`src/rtl/ripple_carry_adder_full_adder.sv`:
```
// full_adder: single-bit full adder cell used to build the ripple chain.
//   a, b  : operand bits
//   cin   : carry in
//   s     : sum bit   = a ^ b ^ cin
//   cout  : carry out = (a & b) | (cin & (a ^ b))
module full_adder (
  input  logic a,
  input  logic b,
  input  logic cin,
  output logic s,
  output logic cout
);

  logic p;

  assign p    = a ^ b;
  assign s    = p ^ cin;
  assign cout = (a & b) | (cin & p);

endmodule

```
`src/rtl/ripple_carry_adder.sv`:
```
// ripple_carry_adder: WIDTH-bit unsigned adder with carry in/out, built as a
// chain of full_adder cells. Reference adder of the adder library.
//   clk    : clock, only used when REGISTER_OUT=1
//   reset  : asynchronous active-low reset, only used when REGISTER_OUT=1
//   a, b   : WIDTH-bit unsigned operands
//   c_in   : carry into bit 0
//   sum    : low WIDTH bits of a + b + c_in
//   c_out  : carry out of bit WIDTH-1
// REGISTER_OUT=0 gives a zero-latency combinational path; REGISTER_OUT=1
// registers sum/c_out on the rising edge of clk (one cycle latency).
module ripple_carry_adder #(
  parameter int unsigned WIDTH        = 64,
  parameter bit          REGISTER_OUT = 1'b0
) (
  input  logic             clk,
  input  logic             reset,
  input  logic [WIDTH-1:0] a,
  input  logic [WIDTH-1:0] b,
  input  logic             c_in,
  output logic [WIDTH-1:0] sum,
  output logic             c_out
);

  logic [WIDTH:0]   carry;
  logic [WIDTH-1:0] sum_c;

  assign carry[0] = c_in;

  for (genvar i = 0; i < WIDTH; i++) begin : g_bit
    full_adder u_fa (
      .a    (a[i]),
      .b    (b[i]),
      .cin  (carry[i]),
      .s    (sum_c[i]),
      .cout (carry[i+1])
    );
  end

  if (REGISTER_OUT) begin : g_reg
    always_ff @(posedge clk or negedge reset) begin
      if (!reset) begin
        sum   <= '0;
        c_out <= 1'b0;
      end else begin
        sum   <= sum_c;
        c_out <= carry[WIDTH];
      end
    end
  end else begin : g_comb
    assign sum   = sum_c;
    assign c_out = carry[WIDTH];
    // clk/reset are intentionally left unconnected in the combinational build
    logic unused_clk_reset;
    assign unused_clk_reset = clk ^ reset;
  end

endmodule

```
`config.mk`:
```
export PLATFORM = sky130hd
export DESIGN_NAME = ripple_carry_adder
export DESIGN_NICKNAME = d
export VERILOG_FILES = /design/src/rtl/ripple_carry_adder_full_adder.sv /design/src/rtl/ripple_carry_adder.sv
export SDC_FILE = /design/constraint.sdc
export NUM_CORES = 1
export LEC_CHECK = 0
export BUFFER_PORTS_ARGS = -buffer_cell sky130_fd_sc_hd__buf_2
export CAP_MARGIN = 20
export CORE_MARGIN = 10
export CORE_UTILIZATION = 28
export DETAILED_ROUTE_END_ITERATION = 8
export PLACE_DENSITY = 0.78
export SLEW_MARGIN = 40
export SYNTH_ARGS = -nofsm -noshare
export SYNTH_HDL_FRONTEND = slang
export SYNTH_HIERARCHICAL = 1
export SYNTH_SLANG_ARGS = --single-unit
```
`constraint.sdc`:
```
create_clock -name vclk -period 31.6
set_clock_uncertainty 0.2 [all_clocks]
set_input_delay 3.16 -clock vclk [all_inputs]
set_output_delay 3.16 -clock vclk [all_outputs]
set_load 0.01 [all_outputs]
```
==> flow_summary.yaml <==
sta:
  max_slew_margin_pct: 93.61
  fin_crit_sh_pct: 98.26
  hold_ws_ns: 6.473
  fmax_ghz: 0.03221
  worst_slew_pin_slew_ns: 0.09552
  hold_violations: 0
  rsz0062_at_grt: "false"
  slew_violations: 0
  fin_crit_ns: 31.05
  setup_violations: 0
  setup_tns_ns: 0
  setup_slack_ns: 0.5499
routing:
  routed.top_layer: "met4"
  wl_met2_mm: 3.795
  drtAntennaViolNets: 0
  met1_length_mm: 2.064
  viasPerCell: 4.569
  drtIter0Drc: 18
  route.met3.wl_mm: 1.410
  drt-wirelength-per-cell_um: 24.27
  num_vias: 1421
  drc: 0
  wirelength_mm: 7.548
  dr.pass1.iters: 4
floorplan:
  placementRows: 24
  core_area_mm2: 0.004384
  start_util_pct: 29.22
  die_x_um: 87.65
  die_area_mm2: 0.007682
  die_h_um: 87.65
  ios: 196
worst_setup_path:
  slowest_stage: "fa_1"
  path_delay_family: "adder cells"
  worstSetupEndpointType: "primary output"
  cp-start-kind: "input pin"
  cp_common_cell: "fa_1"
  cp.buffers_inverters: 2
  slowest_delay_ns: 0.48
  critPathMaxFanout: 1
  worstPathRequired_ns: 28.24
  crit_arrival_ns: 27.69
  path_class: "in2out"
  path_depth: 66
yosys:
  syn-num-nets: 259
  yosys_warnings: 6
  synth_cell_types: 1
  mappedNetlistArea_mm2: 0.001281
  synth_commonest_cells: "fa_1 (64)"
  ys_seq_area_share_pct: 0
  synth.avg_cell_area_um2: 20.02
  synth.most_common_cell: "fa_1"
  synth_largest_area_cell: "fa_1"
  syn-instance-count: 64
  synth_area_leaders: "fa_1 (100%)"
  synth_top_area_share_pct: 100.0
finish:
  seqCellArea_um2: 0
  seq_cells: 0
  num-fill-cells: 381
  area_growth_syn_to_layout_pct: 86.52
  multiInputGateArea_mm2: 0.001351
  nNetsFinal: 455
  clockBufferCount: 0
  drive_gt1_share_pct: 86.05
grt:
  grt_max_degree: 2
  antenna_found_initial: 0
  grt_pass1_wl_mm: 10.88
  grt_use_total_pct: 18.71
  overflow: 0
  grt_pass1_vias: 1816
clocking:
  holdBufCountCts: 0
  postCtsSetupBuffers: 0
place:
  pre_cts_ws_ns: -0.7412
  portBuffers: 194
  hpwl_mm: 7.300
  place_congestion: 0.8930
power_and_ir_drop:
  p_int_mw: 0.02701
  clockPowerShare_pct: 0
  ir_drop_mv: 0.01477
  power_leakage_nw: 1.207
  switching_share_pct: 55.36
  pwr-share-comb_pct: 100.0
  p_seq_share_pct: 0
  p_switching_mw: 0.03351
  p_per_area_mw_per_mm2: 25.33
flow_run:
  maxCapViolations: 0
hold_path:
  min_path_cells: 3
  hold_end: "sum[12]"
  hold_start: "b[12]"
  hold_class: "in2out"
run_status:
  outcome: "complete, no violations"
[cell usage in the layout, fill, tap and decap left out]
cell type  netlist  layout
buf_2            0     194
fa_1            64      36
fa_2             0      28
diode_2          0       1
[per-layer routing]
layer | GRT usage [%] | vias up
met2 | 34.13 | 148
met5 | 0 | -
met4 | 5.072 | 0
li1 | - | 581
met3 | 11.14 | 16
met1 | 17.08 | 676
[final cells by class]
cell class                 count  area share (%)
antenna                        1          0.1047
multi-input combinational     64           56.54
tap                           52           2.723
timing repair buffer         194           40.63
[stage by stage]
stage / cell area, µm² / power [mW] / util (%) / std cells
4_1_cts: 2357 / 0.06133 / 53.77 / 310
5_1_grt: 2387 / 0.06697 / 54.45 / 310
6_report: 2390 / 0.06052 / 54.51 / 311
2_1_floorplan: 1281 / 0.03030 / - / 64
3_3_place_gp: 2317 / 0.05815 / 52.85 / 310
3_5_place_dp: 2317 / 0.05988 / 52.85 / 310
[how the worst max path moves through the flow]
| stage | start | to |
|---|---|---|
| 2_1_floorplan | a[0] | sum[63] |
| 3_3_place_gp | a[0] | sum[63] |
| 3_5_place_dp | a[0] | sum[63] |
| 4_1_cts | a[0] | sum[63] |
| 5_1_grt | a[0] | sum[63] |
| 6_report | a[0] | sum[63] |
[logic make-up after synthesis]
family	after synthesis	share of synthesized area, %
fa+ha+maj	64	100.0
[power groups by stage]
stage	Sequential [mW]	Combinational, mW	Clock [mW]
2_1_floorplan	0	0.0303	0
3_3_place_gp	0	0.0582	0
3_5_place_dp	0	0.0599	0
4_1_cts	0	0.0613	0
5_1_grt	0	0.0670	0
6_report	0	0.0605	0.00000000424
[repair_timing]
action                     in CTS  in global routing
pin swaps                       1                  0
setup endpoints to repair       3                  3
resized for setup              16                 12
No activity file was read; power rests on OpenSTA's default activity.
